==> config.mk <==
export PLATFORM = sky130hd
export DESIGN_NAME = windower_frame_sequencer
export DESIGN_NICKNAME = d
export VERILOG_FILES = /design/src/rtl/windower_frame_sequencer.sv
export SDC_FILE = /design/constraint.sdc
export NUM_CORES = 1
export LEC_CHECK = 0
export BUFFER_PORTS_ARGS = -buffer_cell sky130_fd_sc_hd__buf_2
export CAP_MARGIN = 20
export CORE_AREA = 4 4 66 83
export DETAILED_ROUTE_END_ITERATION = 7
export DIE_AREA = 0 0 70 87
export MAX_ROUTING_LAYER = met4
export PLACE_DENSITY = 0.66
export SYNTH_ARGS = -nofsm -noshare
export SYNTH_HDL_FRONTEND = slang
export SYNTH_SLANG_ARGS = --single-unit
==> constraint.sdc <==
create_clock -name clk -period 3.15 [get_ports clk]
set_input_delay 0.4725 -clock clk [delete_from_list [all_inputs] [get_ports clk]]
set_output_delay 0.4725 -clock clk [all_outputs]
set_load 0.02 [all_outputs]
==> src/rtl/windower_frame_sequencer.sv <==
// Round-robin frame scheduler that feeds one shared windower from NO_SRC FWFT frame buffers.
// Streams FRAME_BEATS contiguous beats per grant, then idles so the windower can finish its autorun.
module windower_frame_sequencer #(
  parameter int NO_SRC        = 4,
  parameter int NO_CH         = 2,
  parameter int LOG2_IMG_SIZE = 10,
  parameter int SER_CYC       = 1,
  parameter int WINDOW_SIZE   = 3,
  parameter int DRAIN_CYC     = SER_CYC * ((WINDOW_SIZE - 1) / 2) + 2
) (
  input  logic                        clk,
  input  logic                        rst,
  input  logic [NO_SRC-1:0]           frame_rdy,
  input  logic [NO_SRC*NO_CH-1:0]     src_data,
  output logic [NO_SRC-1:0]           src_rd,
  output logic                        win_vld_in,
  output logic [NO_CH-1:0]            win_data_in,
  output logic [$clog2(NO_SRC)-1:0]   grant_idx,
  output logic                        busy,
  output logic                        frame_done,
  output logic [15:0]                 frame_cnt,
  output logic [1:0]                  state_dbg
);

  localparam int GW          = $clog2(NO_SRC);
  localparam int FRAME_BEATS = (2 ** LOG2_IMG_SIZE) * SER_CYC;
  localparam int BW          = LOG2_IMG_SIZE + $clog2(SER_CYC) + 1;
  localparam int DW          = $clog2(DRAIN_CYC + 1);

  localparam logic [BW-1:0] LAST_BEAT  = BW'(FRAME_BEATS - 1);
  localparam logic [DW-1:0] LAST_DRAIN = DW'(DRAIN_CYC - 1);

  localparam logic [1:0] S_IDLE   = 2'd0;
  localparam logic [1:0] S_ARB    = 2'd1;
  localparam logic [1:0] S_STREAM = 2'd2;
  localparam logic [1:0] S_DRAIN  = 2'd3;

  logic [1:0]       state;
  logic [BW-1:0]    beat_cnt;
  logic [DW-1:0]    drain_cnt;
  logic             arb_found;
  logic [GW-1:0]    arb_idx;
  logic [NO_CH-1:0] sel_data;

  // Handshake: src_rd is a pop strobe; the FWFT head beat on src_data is consumed in the
  // same cycle src_rd is high, and appears on win_data_in/win_vld_in one cycle later.

  // Rotating priority: distance 0 is the source just after the last grant.
  always_comb begin
    int best_d;
    int d;
    best_d    = NO_SRC;
    d         = 0;
    arb_idx   = grant_idx;
    arb_found = |frame_rdy;
    for (int i = 0; i < NO_SRC; i++) begin
      if (frame_rdy[i]) begin
        d = (i + 2 * NO_SRC - 1 - int'(grant_idx)) % NO_SRC;
        if (d < best_d) begin
          best_d  = d;
          arb_idx = GW'(i);
        end
      end
    end
  end

  always_comb begin
    src_rd   = '0;
    sel_data = '0;
    for (int i = 0; i < NO_SRC; i++) begin
      if (grant_idx == GW'(i)) begin
        sel_data  = src_data[i*NO_CH +: NO_CH];
        src_rd[i] = (state == S_STREAM);
      end
    end
  end

  assign busy      = (state != S_IDLE);
  assign state_dbg = state;

  always_ff @(posedge clk) begin
    if (rst) begin
      state       <= S_IDLE;
      win_vld_in  <= 1'b0;
      win_data_in <= '0;
      grant_idx   <= GW'(NO_SRC - 1);
      frame_done  <= 1'b0;
      frame_cnt   <= '0;
      beat_cnt    <= '0;
      drain_cnt   <= '0;
    end else begin
      win_vld_in <= (state == S_STREAM);
      frame_done <= 1'b0;
      if (state == S_STREAM) begin
        win_data_in <= sel_data;
      end
      case (state)
        S_IDLE: begin
          if (|frame_rdy) state <= S_ARB;
        end
        S_ARB: begin
          if (arb_found) begin
            grant_idx <= arb_idx;
            beat_cnt  <= '0;
            state     <= S_STREAM;
          end else begin
            state <= S_IDLE;
          end
        end
        S_STREAM: begin
          // frame_done and frame_cnt land together with the last registered beat.
          if (beat_cnt == LAST_BEAT) begin
            state      <= S_DRAIN;
            drain_cnt  <= '0;
            frame_done <= 1'b1;
            frame_cnt  <= frame_cnt + 16'd1;
          end else begin
            beat_cnt <= beat_cnt + BW'(1);
          end
        end
        S_DRAIN: begin
          if (drain_cnt == LAST_DRAIN) state <= S_IDLE;
          else drain_cnt <= drain_cnt + DW'(1);
        end
        default: state <= S_IDLE;
      endcase
    end
  end

endmodule

==> results of run 1 <==
==> registers in the layout (all words and copies together), names as in the netlist, named ones only <==
name	cells
frame_cnt	16
beat_cnt	11
drain_cnt	2
grant_idx	2
win_data_in	2
frame_done	1
state_dbg	1
win_vld_in	1
==> cells in the final DEF (no fill, tap or decap), types with 5 or more instances in the layout <==
| master | count |
|---|---|
| buf_2 | 42 |
| nor2_1 | 44 |
| dfxtp_1 | 37 |
| xor2_1 | 15 |
| and3_1 | 6 |
| a21oi_1 | 13 |
| clkbuf_8 | 5 |
| nand4_1 | 16 |
| o21ai_0 | 6 |
| nor3_1 | 6 |
| xnor2_1 | 8 |
| ha_1 | 9 |
| nand3_1 | 5 |
| nand2_1 | 16 |
| and2_1 | 7 |
| inv_1 | 10 |
==> worst register-to-register path, delay by kind of cell, from the launching register on <==
kind / cells / cell delay, ps
AO/OA/AOI/OAI: 8 / 1090
adder cells (fa/ha/maj): 3 / 930
flip-flops: 1 / 330
buffers and inverters: 1 / 70
==> worst max-delay path by stage <==
stage          slack (ps)                       from                   endpoint  cells past startpoint
2_1_floorplan         360  grant_idx[1]$_SDFFE_PP1P_  grant_idx[0]$_SDFFE_PP1P_                     13
3_3_place_gp          730  grant_idx[0]$_SDFFE_PP1P_  grant_idx[0]$_SDFFE_PP1P_                     12
3_5_place_dp          650  grant_idx[0]$_SDFFE_PP1P_  grant_idx[0]$_SDFFE_PP1P_                     12
4_1_cts               650  grant_idx[0]$_SDFFE_PP1P_  grant_idx[0]$_SDFFE_PP1P_                     12
5_1_grt               450  grant_idx[0]$_SDFFE_PP1P_  grant_idx[0]$_SDFFE_PP1P_                     12
6_report              660  grant_idx[0]$_SDFFE_PP1P_  grant_idx[0]$_SDFFE_PP1P_                     12
==> per-layer routing <==
metal,up-vias,GRT usage
li1,957,-
met1,876,0.1723
met2,29,0.2734
met3,7,0.03926
met4,0,0.07840
met5,-,-
==> through the flow <==
step           power [uW]    util  hold slack (ps)  std cells  worst slack, ps
5_1_grt              1260  0.5061            501.5        352            446.5
4_1_cts              1198  0.5061            478.2        352            652.3
3_3_place_gp        886.3  0.4904            462.2        346            734.5
2_1_floorplan       799.7       -            452.2        257            361.1
6_report             1182  0.5061            474.3        352            664.0
3_5_place_dp        892.5  0.4904            468.6        346            654.7
==> kinds of logic (layout without fill, tap and decap cells) <==
family	after synthesis	count (layout)	synth area share
flip-flops	37	37	0.3568
adder cells (fa/ha/maj)	9	9	0.05425
AO/OA/AOI/OAI	35	35	0.1055
buffers and inverters	25	60	0.05365
XOR/XNOR	23	23	0.09705
AND/OR/NAND/NOR	126	126	0.3231
multiplexers	2	2	0.009645
==> area by class of cell <==
type | instances | area, um2
clock buffer | 5 | 68.82
sequential | 37 | 740.7
clock inverter | 1 | 5.005
tap | 60 | 75.07
timing repair buffer | 44 | 225.2
inverter | 10 | 37.54
multi-input combinational | 195 | 1224
fill | 467 | 2318
==> power by group <==
group / switching [uW] / internal, uW / leakage, uW
combinational: 222 / 157 / 0.000671
clock: 154 / 145 / 0.0000399
sequential: 17.4 / 486 / 0.000299
total: 393 / 789 / 0.00101
==> results.tsv, run 1 <==
stage	metric	value	unit
clock_network	worstSkewPairLatency	290	ps
clock_network	cts_made_buffers	5	
worst_setup_path	crit_path_end_kind	register	
synth	ys_ff_latch	37	
final_layout	fin_nets	316	
timing	fin_crit	2486	ps
timing	final-hold-violation-count	0	
synth	synthCells	257	
die	std_cell_rows	28	
routing	wirelength	4363	um
worst_setup_path	critPathMaxFanout	5	
final_layout	synthToLayoutAreaGrowth	14.47	%
routing	dr_wl_met3	202	um
routing	ant_nets	0	
clock_network	cts_root_buf	clkbuf_8	
synth	syn_avg_cell_area	8.077	um2
placed_design	portBuffers	42	
routing	dr.first_iter.drc_count	106	
routing	vias	1869	
die	die_height	87	um
final_layout	final_cell_area	2376	um2
clock_network	ctsResizeCount	0	
placed_design	hpwlAfterDp	3184	um
timing	finClkSkew	6.014	ps
clock_network	clk_path_buf_depth	2	
routing	avgRoutedWirePerCell	12.39	um
clock_network	clock-sinks	37	
final_layout	layout-drive-gt1-share	0.1918	
worst_setup_path	crit_type	reg2reg	
timing	worst_pin_slew	602.0	ps
power	powerDensity	497.5	nW/um2
global_routing	antenna_found_initial	0	
die	die_w	70	um
synth	synth_edf_count	0	
worst_setup_path	arrival	2700	ps
clock_network	post_cts_buffers	0	
worst_setup_path	worstPathCellList	inv_1 -> ha_1 -> ha_1 -> a21o_1 -> o21ai_0 -> a21oi_1 -> o21ai_0 -> ha_1 -> o31a_1 -> o21ai_0 -> o21ai_0 -> a21oi_1	
routing	top_layer	met4	
global_routing	grt_pass1_vias	1787	
power	leakagePower	0.001010	uW
timing	setup_viol	0	
routing	drc	0	
die	core_area	4695	um2
clock_network	cts_tree	yes	
min_path	worst_hold_path_type	reg2reg	
worst_setup_path	r2r_setup_slack	660	ps
die	io_pins	43	
worst_setup_path	cp_slowest_cell	ha_1	
timing	rsz0062_at_grt	false	
clock_network	htree_levels	2	
synth	syn_area	2076	um2
placed_design	dpl_cell_area	2302	um2
synth	synth_fp_nets	280	
timing	setup_tns	0	ps
timing	slew_headroom	0.5987	
power	ir_drop	308.8	uV
die	initial_utilization	0.4422	
synth	synth_seq_area_share	0.3568	
run	drv_cap	0	
worst_setup_path	reg2reg_depth	12	
synth	synthArstFlopShare	0	
clock_network	ctsHoldBuffers	0	
worst_setup_path	r2r_end	grant_idx[0]$_SDFFE_PP1P_	
clock_network	clkTransAtPathRegs	60	ps
worst_setup_path	max_stage_delay	370	ps
min_path	hold_depth	1	
final_layout	insertedDiodeCount	0	
synth	yosys.area.top_type_share	0.3568	
routing	firstDrtPassIters	5	
min_path	hold_end	beat_cnt[10]$_SDFFE_PP0P_	
die	die-area	6090	um2
timing	fmax	402.3	MHz
routing	wl_met1	1939	um
synth	yosysMostFrequentCell	nor2_1	
worst_setup_path	r2r-start	grant_idx[0]$_SDFFE_PP1P_	
global_routing	grt_overflow_total	0	
timing	finalCritPeriodShare	0.7892	
global_routing	grt_max_degree	30	
timing	finalMaxSlewViolations	0	
worst_setup_path	worst_setup_path_start_kind	register	
run_status	status	finished clean	
synth	synth.area.top_cells	dfxtp_1 (36%), nor2_1 (8.0%), xor2_1 (6.3%)	
global_routing	grt_usage	0.1595	
worst_setup_path	crit_family	compound AO/OA/AOI/OAI gates	
synth	synth_largest_area_cell	dfxtp_1	
worst_setup_path	cp.required	3360	ps
worst_setup_path	crit_buf_inv	1	
synth	yosys_warnings	0	
placed_design	globalplace.congestion	0.8568	
routing	viasPerCell	5.310	
synth	synth_ff_type	dfxtp_1	
synth	synth_common_cells	nor2_1 (44), dfxtp_1 (37), nand2_1 (16), nand4_1 (16), xor2_1 (15)	
routing	wl_met2	2128	um
global_routing	grt_pass1_wl	7624	um
worst_setup_path	cp_common_cell	o21ai_0	
synth	synth.distinct_cells	44	
min_path	min_from	beat_cnt[10]$_SDFFE_PP0P_	
(Power assumes the default switching activity.)
==> inputs of run 2 (changes only) <==
Settings changed: PLACE_DENSITY 0.66 to 0.69.
Clock period 3.15 ns to 2.1 ns, I/O delays scaled along.
==> results.tsv, run 2 (same netlist as run 1, synthesis figures left out) <==
stage	metric	value	unit
final_layout	layout-drive-gt1-share	0.2333	
worst_setup_path	arrival	2370	ps
worst_setup_path	reg2reg_depth	12	
timing	fmax	463.4	MHz
clock_network	cts_made_buffers	5	
routing	firstDrtPassIters	4	
placed_design	dpl.cell_count	353	
die	die_height	87	um
clock_network	cts_root_buf	clkbuf_8	
global_routing	antenna_found_initial	0	
routing	viasPerCell	5.275	
power	leakagePower	0.001046	uW
clock_network	htree_levels	2	
final_layout	fin_nets	323	
placed_design	place_worst_setup_slack	-56.47	ps
timing	worst_pin_slew	521.2	ps
power	powerDensity	785.4	nW/um2
final_layout	final_common_cell	nor2_1	
clock_network	worstSkewPairLatency	280	ps
timing	setup_tns	-105.5	ps
die	std_cell_rows	28	
timing	fin_ws	-58.05	ps
final_layout	largest_reg_flops	16	
placed_design	hpwlAfterDp	3284	um
run_status	status	complete, but fails checks	
final_layout	fillCellCount	460	
final_layout	final_cells	360	
routing	drc	0	
worst_setup_path	crit_type	reg2reg	
timing	setup_viol	2	
final_layout	synthToLayoutAreaGrowth	19.59	%
clock_network	clk_path_buf_depth	2	
timing	finalCritPeriodShare	1.028	
timing	finalMaxSlewViolations	0	
routing	wirelength	4429	um
global_routing	grt_usage	0.1588	
power	ir_drop	624.3	uV
worst_setup_path	worst_setup_path_start_kind	register	
routing	ant_nets	0	
worst_setup_path	crit_path_end_kind	register	
timing	slew_headroom	0.6525	
die	die-area	6090	um2
run	drv_cap	0	
global_routing	grt_overflow_total	0	
clock_network	clock-sinks	37	
timing	final-hold-violation-count	0	
min_path	worst_hold_path_type	in2reg	
clock_network	cts_tree	yes	
final_layout	top_regs	frame_cnt (16), beat_cnt (11)	
timing	fin_crit	2158	ps
placed_design	globalplace.congestion	0.8251	
global_routing	grt_pass1_wl	7693	um
final_layout	insertedDiodeCount	0	
routing	dr.first_iter.drc_count	91	
worst_setup_path	cp.required	2310	ps
final_layout	regMostFlops	frame_cnt	
timing	finClkSkew	4.000	ps
routing	avgRoutedWirePerCell	12.30	um
placed_design	portBuffers	42	
global_routing	grt_max_degree	30	
die	io_pins	43	
worst_setup_path	critPathMaxFanout	3	
global_routing	grt_pass1_vias	1812	
min_path	hold_depth	4	
clock_network	clkTransAtPathRegs	60	ps
die	initial_utilization	0.4422	
timing	rsz0062_at_grt	true	
die	die_w	70	um
die	core_area	4695	um2
run_status	violations	negative setup slack	
routing	vias	1899	
final_layout	final_cell_mix	nor2_1 (44), buf_2 (42), dfxtp_1 (35)	
==> run 2: metal layers <==
| layer | track usage | vias to the layer above | wire, um |
|---|---|---|---|
| li1 | - | 972 | - |
| met1 | 0.1682 | 887 | 1961 |
| met2 | 0.2846 | 34 | 2220 |
| met3 | 0.03580 | 6 | 177 |
| met4 | 0.06620 | 0 | 69 |
| met5 | - | - | 0 |
==> run 2: power by group <==
group,internal [uW],total [uW],switching [uW]
Combinational,320,689,370
Sequential,737,767,30.2
Clock,260,493,233
Total,1320,1950,633
==> run 2: final timing paths <==
check	from	to	slack, ps
max	grant_idx[1]$_SDFFE_PP1P_	grant_idx[1]$_SDFFE_PP1P_	-60
min reg2reg	beat_cnt[10]$_SDFFE_PP0P_	beat_cnt[10]$_SDFFE_PP0P_	470
max reg2reg	grant_idx[1]$_SDFFE_PP1P_	grant_idx[1]$_SDFFE_PP1P_	-60
min	src_data[6]	win_data_in[0]$_SDFFE_PP0P_	440
==> run 2: through the flow <==
step / power, uW / util / instance area [um2] / hold WS [ps]
3_5_place_dp: 1462 / 0.5091 / 2390 / 469.3
3_3_place_gp: 1446 / 0.5091 / 2390 / 467.9
4_1_cts: 1964 / 0.5275 / 2476 / 445.0
6_report: 1950 / 0.5288 / 2482 / 443.6
2_1_floorplan: 1271 / - / 2121 / 452.2
5_1_grt: 2089 / 0.5288 / 2482 / 475.5
==> run 2: layout make-up <==
type                            instances  area [um2]  area share
Clock buffer                            7       86.33     0.03478
Multi-Input combinational cell        195        1255      0.5055
Timing Repair Buffer                   51       277.8      0.1119
Inverter                               10       40.04     0.01613
Sequential cell                        37       748.2      0.3014
Tap cell                               60       75.07     0.03024
==> run 2: timing repair <==
action	in CTS	in global routing
setup endpoints to repair	2	2
gates resized for setup	1	1
buffers inserted	0	0
hold buffers	0	0
pin swaps	3	0
==> run 2: critical path, cell delays in order, from the launching register on <==
cell	delay, ps
dfxtp_4	360
inv_4	40
ha_4	270
ha_4	190
a21o_1	180
o21ai_1	140
a21oi_1	80
o21ai_1	130
ha_1	250
o31a_1	100
o21ai_1	120
o21ai_1	80
a21oi_1	140
==> inputs of run 3 (changes only) <==
Settings changed: CORE_AREA 4 4 66 83 to 4 4 74 94, DIE_AREA 0 0 70 87 to 0 0 78 98, PLACE_DENSITY 0.69 to default.
==> results.tsv, run 3 (same netlist as run 1, synthesis figures left out) <==
stage	metric	value	unit
run_status	status	complete, but fails checks	
run_status	violations	negative setup slack	
run	drv_cap	0	
routing	vias	1919	
worst_setup_path	r2r-start	grant_idx[1]$_SDFFE_PP1P_	
timing	worst_pin_slew	555.6	ps
final_layout	top_regs	frame_cnt (16), beat_cnt (11)	
die	initial_utilization	0.3433	
timing	setup_tns	-139.6	ps
timing	rsz0062_at_grt	true	
placed_design	place_worst_setup_slack	-96.90	ps
global_routing	grt_use_met2	0.2190	
placed_design	hpwlAfterDp	3370	um
clock_network	worstSkewPairLatency	290	ps
clock_network	cts_root_buf	clkbuf_8	
routing	firstDrtPassIters	4	
timing	finalMaxSlewViolations	0	
power	ir_drop	590.0	uV
final_layout	fillCellCount	634	
global_routing	grt_max_degree	30	
global_routing	grt_usage	0.1286	
routing	ant_nets	0	
die	core_area	6046	um2
global_routing	grt_overflow_total	0	
worst_setup_path	crit_type	reg2reg	
clock_network	clkTransAtPathRegs	70	ps
clock_network	clk_path_buf_depth	2	
min_path	worst_hold_path_type	in2reg	
timing	finClkSkew	8.743	ps
power	powerDensity	792.6	nW/um2
global_routing	use_met3	0.03044	
final_layout	regMostFlops	frame_cnt	
power	leakagePower	0.001081	uW
timing	finalCritPeriodShare	1.038	
final_layout	synthToLayoutAreaGrowth	23.45	%
final_layout	insertedDiodeCount	0	
worst_setup_path	crit_path_end_kind	register	
final_layout	layout-drive-gt1-share	0.2484	
worst_setup_path	arrival	2390	ps
die	die-area	7644	um2
global_routing	grtUsageMet1	0.1422	
worst_setup_path	critPathMaxFanout	3	
timing	slew_headroom	0.6296	
worst_setup_path	crit_end	grant_idx[1]$_SDFFE_PP1P_	
routing	wirelength	4612	um
die	io_pins	43	
global_routing	grt_pass1_wl	7962	um
timing	fin_crit	2181	ps
timing	fmax	458.6	MHz
global_routing	antenna_found_initial	0	
worst_setup_path	reg2reg_depth	12	
die	std_cell_rows	32	
global_routing	grt_pass1_vias	1811	
final_layout	finalCoreUtilization	0.4238	
final_layout	final_cell_mix	nor2_1 (44), buf_2 (42), dfxtp_1 (35)	
worst_setup_path	cp.required	2310	ps
routing	viasPerCell	4.908	
worst_setup_path	r2r_end	grant_idx[1]$_SDFFE_PP1P_	
clock_network	htree_levels	2	
timing	fin_ws	-80.70	ps
worst_setup_path	r2r_setup_slack	-80	ps
timing	setup_viol	2	
final_layout	final_common_cell	nor2_1	
final_layout	fin_nets	328	
global_routing	grt.busiest_layer	met2	
final_layout	largest_reg_flops	16	
timing	final-hold-violation-count	0	
die	die_w	78	um
clock_network	clock-sinks	37	
routing	dr.first_iter.drc_count	74	
worst_setup_path	crit_path_start	grant_idx[1]$_SDFFE_PP1P_	
placed_design	globalplace.congestion	0.8324	
placed_design	portBuffers	42	
routing	avgRoutedWirePerCell	11.80	um
routing	drc	0	
clock_network	cts_made_buffers	5	
clock_network	cts_tree	yes	
die	die_height	98	um
worst_setup_path	worst_setup_path_start_kind	register	
==> run 3: changes by cell type in the layout (fill, tap and decap cells not counted) <==
| cell | before | now |
|---|---|---|
| a21boi_0 | 1 | 0 |
| a21boi_1 | 0 | 1 |
| buf_4 | 9 | 14 |
| clkbuf_1 | 1 | 0 |
| clkbuf_8 | 6 | 7 |
| clkinv_2 | 0 | 1 |
| inv_2 | 1 | 0 |
| inv_4 | 1 | 2 |
| o221ai_1 | 1 | 2 |
| o221ai_2 | 1 | 0 |
==> run 3: timing repair <==
item,in CTS,in global routing
resized for setup,2,1
cloned,0,0
setup buffers,2,0
pin swaps,8,6
setup endpoints to repair,2,2
hold buffers,0,0
==> run 3: layout make-up <==
| class | count | area [um2] | area share |
|---|---|---|---|
| clock inverters | 1 | 5.005 | 0.001953 |
| flip-flops and latches | 37 | 748.2 | 0.2920 |
| repair buffers | 56 | 315.3 | 0.1230 |
| multi-input cells | 195 | 1249 | 0.4873 |
| inverters | 10 | 42.54 | 0.01660 |
| clock buffers | 7 | 96.34 | 0.03760 |
| well taps | 85 | 106.4 | 0.04150 |
==> run 3: how the worst min path moves through the flow <==
stage                               from                          end  slack (ps)  cells after the start
4_1_cts                      src_data[7]  win_data_in[1]$_SDFFE_PP0P_         430                      4
5_1_grt                      src_data[7]  win_data_in[1]$_SDFFE_PP0P_         460                      4
3_3_place_gp   beat_cnt[10]$_SDFFE_PP0P_    beat_cnt[10]$_SDFFE_PP0P_         470                      1
3_5_place_dp   beat_cnt[10]$_SDFFE_PP0P_    beat_cnt[10]$_SDFFE_PP0P_         470                      1
6_report                     src_data[7]  win_data_in[1]$_SDFFE_PP0P_         430                      4
2_1_floorplan  beat_cnt[10]$_SDFFE_PP0P_    beat_cnt[10]$_SDFFE_PP0P_         450                      1
==> run 3: worst max-delay path, stage by stage (launching register included) <==
cell and delay [ps]:
dfxtp_4 360, inv_4 40, ha_4 270, ha_4 180, a21o_1 170, o21ai_1 130
a21oi_1 80, o21ai_1 160, ha_1 250, o31a_1 100, o21ai_1 120, o21ai_1 80
a21oi_1 150
==> run 3: layer usage <==
metal  routed length, um  vias up  part of all wire
li1                    -      982                 -
met3                 187        8             0.041
met1                2030      892              0.44
met4                  82        0             0.018
met2                2312       37              0.50
met5                   0        -                 0
==> run 3: where the power goes <==
group          switching, uW  internal (uW)
combinational            377            340
clock                    247            297
sequential              34.1            737
==> run 3: through the flow <==
step	hold WS, ps	cell area, um2	instances	total power, uW
global route	457.1	2562	391	2170
global placement	467.8	2444	381	1455
detailed placement	472.2	2444	381	1470
CTS	432.7	2562	391	2052
finish	434.9	2562	391	2031
floorplan	452.2	2121	257	1271
